### src/rtl/message_scan_driver.sv
// message_scan_driver
// Time-multiplexes a fixed 16-character hex message across four common-anode
// 7-segment digits. The rotation position is captured once per frame so a
// frame never mixes two positions, and every digit slot opens with a blanking
// window (anodes and segments off) to suppress ghosting between digits.
//
// Scan phases (derived from the slot counter, no separate state register):
//   phase  | meaning
//   -------+---------------------------------------------------------------
//   blank  | cnt < BLANK_CYCLES: all anodes off, segments off
//   drive  | cnt >= BLANK_CYCLES: anode for digit d on, glyph(pos_q + d)
//   latch  | cnt == 0 && d == 0: position captured, frame_start pulsed
//            (always inside a blank window because BLANK_CYCLES >= 1)

module message_scan_driver #(
    parameter logic [15:0] DIGIT_CYCLES = 16'd50000,
    parameter logic [15:0] BLANK_CYCLES = 16'd1000
) (
    input  logic       clkdv,
    input  logic       reset,
    input  logic [3:0] counter,
    output logic [3:0] an,
    output logic [6:0] seg,
    output logic       dp,
    output logic       frame_start
);

    if (DIGIT_CYCLES < 16'd2) begin : g_bad_digit_cycles
        $error("DIGIT_CYCLES must be at least 2");
    end
    if ((BLANK_CYCLES < 16'd1) || (BLANK_CYCLES >= DIGIT_CYCLES)) begin : g_bad_blank_cycles
        $error("BLANK_CYCLES must satisfy 1 <= BLANK_CYCLES < DIGIT_CYCLES");
    end

    localparam logic [15:0] CNT_LAST = DIGIT_CYCLES - 16'd1;
    localparam logic [3:0]  AN_OFF   = 4'b1111;
    localparam logic [6:0]  SEG_OFF  = 7'b1111111;

    // Active-low gfedcba glyphs for the message "0123456789AbCdEF".
    function automatic logic [6:0] glyph(input logic [3:0] ch);
        logic [6:0] g;
        unique case (ch)
            4'h0: g = 7'b1000000;
            4'h1: g = 7'b1111001;
            4'h2: g = 7'b0100100;
            4'h3: g = 7'b0110000;
            4'h4: g = 7'b0011001;
            4'h5: g = 7'b0010010;
            4'h6: g = 7'b0000010;
            4'h7: g = 7'b1111000;
            4'h8: g = 7'b0000000;
            4'h9: g = 7'b0010000;
            4'hA: g = 7'b0001000;
            4'hB: g = 7'b0000011;
            4'hC: g = 7'b1000110;
            4'hD: g = 7'b0100001;
            4'hE: g = 7'b0000110;
            4'hF: g = 7'b0001110;
        endcase
        return g;
    endfunction

    logic [15:0] cnt;
    logic [1:0]  d;
    logic [3:0]  pos_q;

    logic        slot_end;
    logic        frame_edge;
    logic        in_blank;
    logic [3:0]  char_idx;
    logic [3:0]  an_next;
    logic [6:0]  seg_next;

    // Slot timing decode and the next anode/segment pattern from pre-edge state.
    always_comb begin
        slot_end   = (cnt == CNT_LAST);
        frame_edge = (cnt == 16'd0) && (d == 2'd0);
        in_blank   = (cnt < BLANK_CYCLES);
        char_idx   = pos_q + {2'b00, d};
        an_next    = AN_OFF;
        seg_next   = SEG_OFF;
        if (!in_blank) begin
            an_next  = ~(4'b1000 >> d);
            seg_next = glyph(char_idx);
        end
    end

    // Slot counter, digit index and once-per-frame position capture.
    always_ff @(posedge clkdv or negedge reset) begin
        if (!reset) begin
            cnt         <= 16'd0;
            d           <= 2'd0;
            pos_q       <= 4'd0;
            frame_start <= 1'b0;
        end else begin
            cnt         <= slot_end ? 16'd0 : cnt + 16'd1;
            if (slot_end) begin
                d <= d + 2'd1;
            end
            if (frame_edge) begin
                pos_q <= counter;
            end
            frame_start <= frame_edge;
        end
    end

    // Registered display drive; reset blanks the display immediately.
    always_ff @(posedge clkdv or negedge reset) begin
        if (!reset) begin
            an  <= AN_OFF;
            seg <= SEG_OFF;
        end else begin
            an  <= an_next;
            seg <= seg_next;
        end
    end

    // Decimal point is never used by this message.
    assign dp = 1'b1;

endmodule

### config.mk
export PLATFORM = sky130hd
export DESIGN_NAME = message_scan_driver
export DESIGN_NICKNAME = d
export VERILOG_FILES = /design/src/rtl/message_scan_driver.sv
export SDC_FILE = /design/constraint.sdc
export NUM_CORES = 1
export LEC_CHECK = 0
export CAP_MARGIN = 40
export CORE_AREA = 2 2 61 63
export CTS_CLUSTER_SIZE = 40
export DETAILED_ROUTE_END_ITERATION = 8
export DIE_AREA = 0 0 63 65
export PLACE_DENSITY = 0.76
export SLEW_MARGIN = 0
export SYNTH_ARGS = -nofsm -noshare
export SYNTH_HDL_FRONTEND = slang
export SYNTH_SLANG_ARGS = --single-unit
### constraint.sdc
create_clock -name clkdv -period 2.39 [get_ports clkdv]
set_clock_uncertainty 0.05 [all_clocks]
set_input_delay 0.478 -clock clkdv [delete_from_list [all_inputs] [get_ports clkdv]]
set_output_delay 0.478 -clock clkdv [all_outputs]
set_load 0.01 [all_outputs]
==> flow_metrics.tcl <==
set metrics [dict create \
    outcome "finished clean" \
    hold_path_class "reg -> reg" \
    whs_ns 0.461 \
    end_kind "register" \
    numCtsBuffers 5 \
    die_y_um 65 \
    tritoncts "done" \
    multi_input_area_um2 935 \
    slowest_stage "fa_2" \
    syn_to_final_growth_pct 17.7 \
    syn-instance-count 172 \
    crit_buf_inv 2 \
    finalSetupViolCount 0 \
    yosysTopAreaCellShare_pct 31.2 \
    async_flop_share_pct 100 \
    dr.pass1.iters 4 \
    htreeDepth 2 \
    cts_buffer_depth 2 \
    clkTransAtPathRegs_ns 0.09 \
    cpPeakStageDelay_ns 0.57 \
    maxSlewHeadroom_pct 63.3 \
    grt_overflow 0 \
    synthMostInstantiatedCell "dfrtp_1" \
    path_cells "ha_1 > inv_1 > fa_2 > inv_1 > ha_1 > nand2_1 > o21ai_0 > a221o_1" \
    fin_setup_tns_ns 0 \
    netlist_area_um2 1840 \
    synth_commonest_cells "dfrtp_1 (23), nor2_1 (15), ha_1 (14), nand2_1 (13), dfstp_2 (11)" \
    ios 19 \
    ys_seq_elements 34 \
    start_util_pct 52.7 \
    arrival_ns 2.49 \
    powerDensity_nw_per_um2 482 \
    place_hpwl_mm 2.37 \
    antenna_left 0 \
    grt.busiest_layer "met2" \
    slew_violations 0 \
    hold_viol 0 \
    grt_max_degree 35 \
    vias_per_cell 5.51 \
    synth.avg_cell_area_um2 10.7 \
    tightest_slew_ns 0.549 \
    clock_sinks 34 \
    portBuffers 17 \
    core-area_um2 3500 \
    critPathKind "reg -> reg" \
    path_max_fanout 5 \
    placementRows 22 \
    routed_wl_mm 3.28 \
    path_delay_family "adder cells" \
    fillers 295 \
    yosys.area.top_type "dfrtp_1" \
    ir_worst_vdd_v 0.000316 \
    postCtsHoldBufs 0 \
    dr_total_vias 1345 \
    drt-wirelength-per-cell_um 13.5 \
    cap_viol_max_count 0 \
    cts_root_buf "clkbuf_4" \
    synth_flop_cell "dfrtp_1" \
    drtIter0Drc 86 \
    critPathRequiredTime_ns 2.60 \
    antenna_found_initial 0 \
    final.min_clock_period_ns 2.28 \
    cp-start-kind "register" \
    clock_latency_ns 0.33 \
    synth_edf_count 0 \
    fmax_mhz 438 \
    timing.final.crit_share_pct 95.4 \
    drive_gt1_share_pct 16.3 \
    n_antenna_cell 0 \
    grtUsageTotal_pct 17.0 \
    grt.met3_usage_pct 5.21 \
    use_met1_pct 21.9 \
    place_congestion 0.880 \
    final_nets 216 \
    fp.dieW_um 63 \
    syn_nets 193 \
    ys_seq_area_share_pct 46.9 \
    grt_pass1_wl_mm 5.33 \
    die_area_um2 4100 \
    drc_errors 0 \
    synth_cell_types 40 \
    ys_warn_count 0 \
    grt_use_met2_pct 26.3 \
    grt_pass1_vias 1160 \
    register_area_um2 865 \
    p_leak_nw 0.940 \
    synth.area.top_cells "dfrtp_1 (31%), dfstp_2 (16%), ha_1 (9.5%), xor2_1 (4.3%), mux2_2 (3.1%)" \
]
==> metrics by stage <==
step / cell area, um^2 / cells / setup slack [ns] / power [mW] / util (%)
3_5_place_dp: 2070 / 235 / 0.128 / 0.657 / 59.2
6_report: 2170 / 244 / 0.109 / 1.05 / 62.0
2_1_floorplan: 1840 / 172 / 0.316 / 0.629 / -
4_1_cts: 2140 / 243 / 0.0761 / 1.06 / 61.3
3_3_place_gp: 2070 / 235 / 0.201 / 0.653 / 59.2
5_1_grt: 2170 / 244 / -0.00945 / 1.10 / 62.0
==> flip-flops by register name, indices dropped and copies added, names as in the netlist <==
signal / flops
an: 4
seg: 7
cnt: 16
d: 2
frame_start: 1
pos_q: 4
==> cells by family after synthesis <==
group	Yosys count	synth area share [%]
simple gates	65	19.3
flops	34	46.9
compound gates	20	7.74
fa+ha+maj	15	10.6
xor+xnor	15	7.13
buf+inv	14	3.33
mux	8	4.82
other cells	1	0.203
==> cell usage in the layout (no fill, tap or decap), types with 2 or more instances in the layout <==
cell and count:
mux2_1 2, nand3_1 10, xnor2_1 5, nor3_1 3, mux2_2 5, a221o_1 3, clkbuf_1 2, dfstp_2 11
clkdlybuf4s50_1 17, nor2_1 15, clkbuf_4 5, o21ai_0 5, buf_4 4, dfrtp_1 23, or3_1 2, nand2_1 13
and3_1 3, nor2b_1 3, nand4b_1 2, a21oi_1 4, nand4_1 7, inv_1 9, xor2_1 8, ha_1 14
==> worst register-to-register path, cell delays in order, from the launching register on <==
cell	delay, ns
dfrtp_1	0.39
ha_1	0.24
inv_1	0.08
fa_2	0.57
inv_1	0.11
ha_1	0.25
nand2_1	0.08
o21ai_0	0.08
a221o_1	0.36
==> cell type report <==
cell class | instances | area share [%]
Clock buffer | 7 | 2.08
Timing Repair Buffer | 21 | 9.23
Tap cell | 48 | 2.77
Inverter | 9 | 1.56
Multi-Input combinational cell | 124 | 43.1
Clock inverter | 1 | 1.38
Sequential cell | 34 | 39.9
==> worst paths after layout <==
kind / slack (ns) / cells after the start / to / startpoint
setup / recovery: 0.11 / 8 / seg[5] / d[0]
hold / removal: 0.46 / 1 / cnt[7] / cnt[7]
setup reg to reg: 0.11 / 8 / seg[5] / d[0]
hold reg to reg: 0.46 / 1 / cnt[7] / cnt[7]
max in group asynchronous: 1.47 / 2 / seg[3] / reset
min in group asynchronous: 0.48 / 2 / cnt[13] / reset
==> routing by layer <==
layer / share of wire [%] / routed length (um)
met5: 0 / 0
met1: 46 / 1500
met4: 1.3 / 44
met3: 5.5 / 179
met2: 48 / 1560
==> power by group <==
group          total [mW]  internal (mW)  switching [mW]
Clock               0.398          0.222           0.176
Combinational      0.0630         0.0268          0.0363
Sequential          0.585          0.579         0.00542
==> repair_timing <==
item                                    CTS  global route
gates resized for setup                   0             3
endpoints found under the hold margin     0             0
endpoints found under the setup margin    0             4
buffers inserted                          0             1
Note: power is estimated with default switching activity, not from simulation.
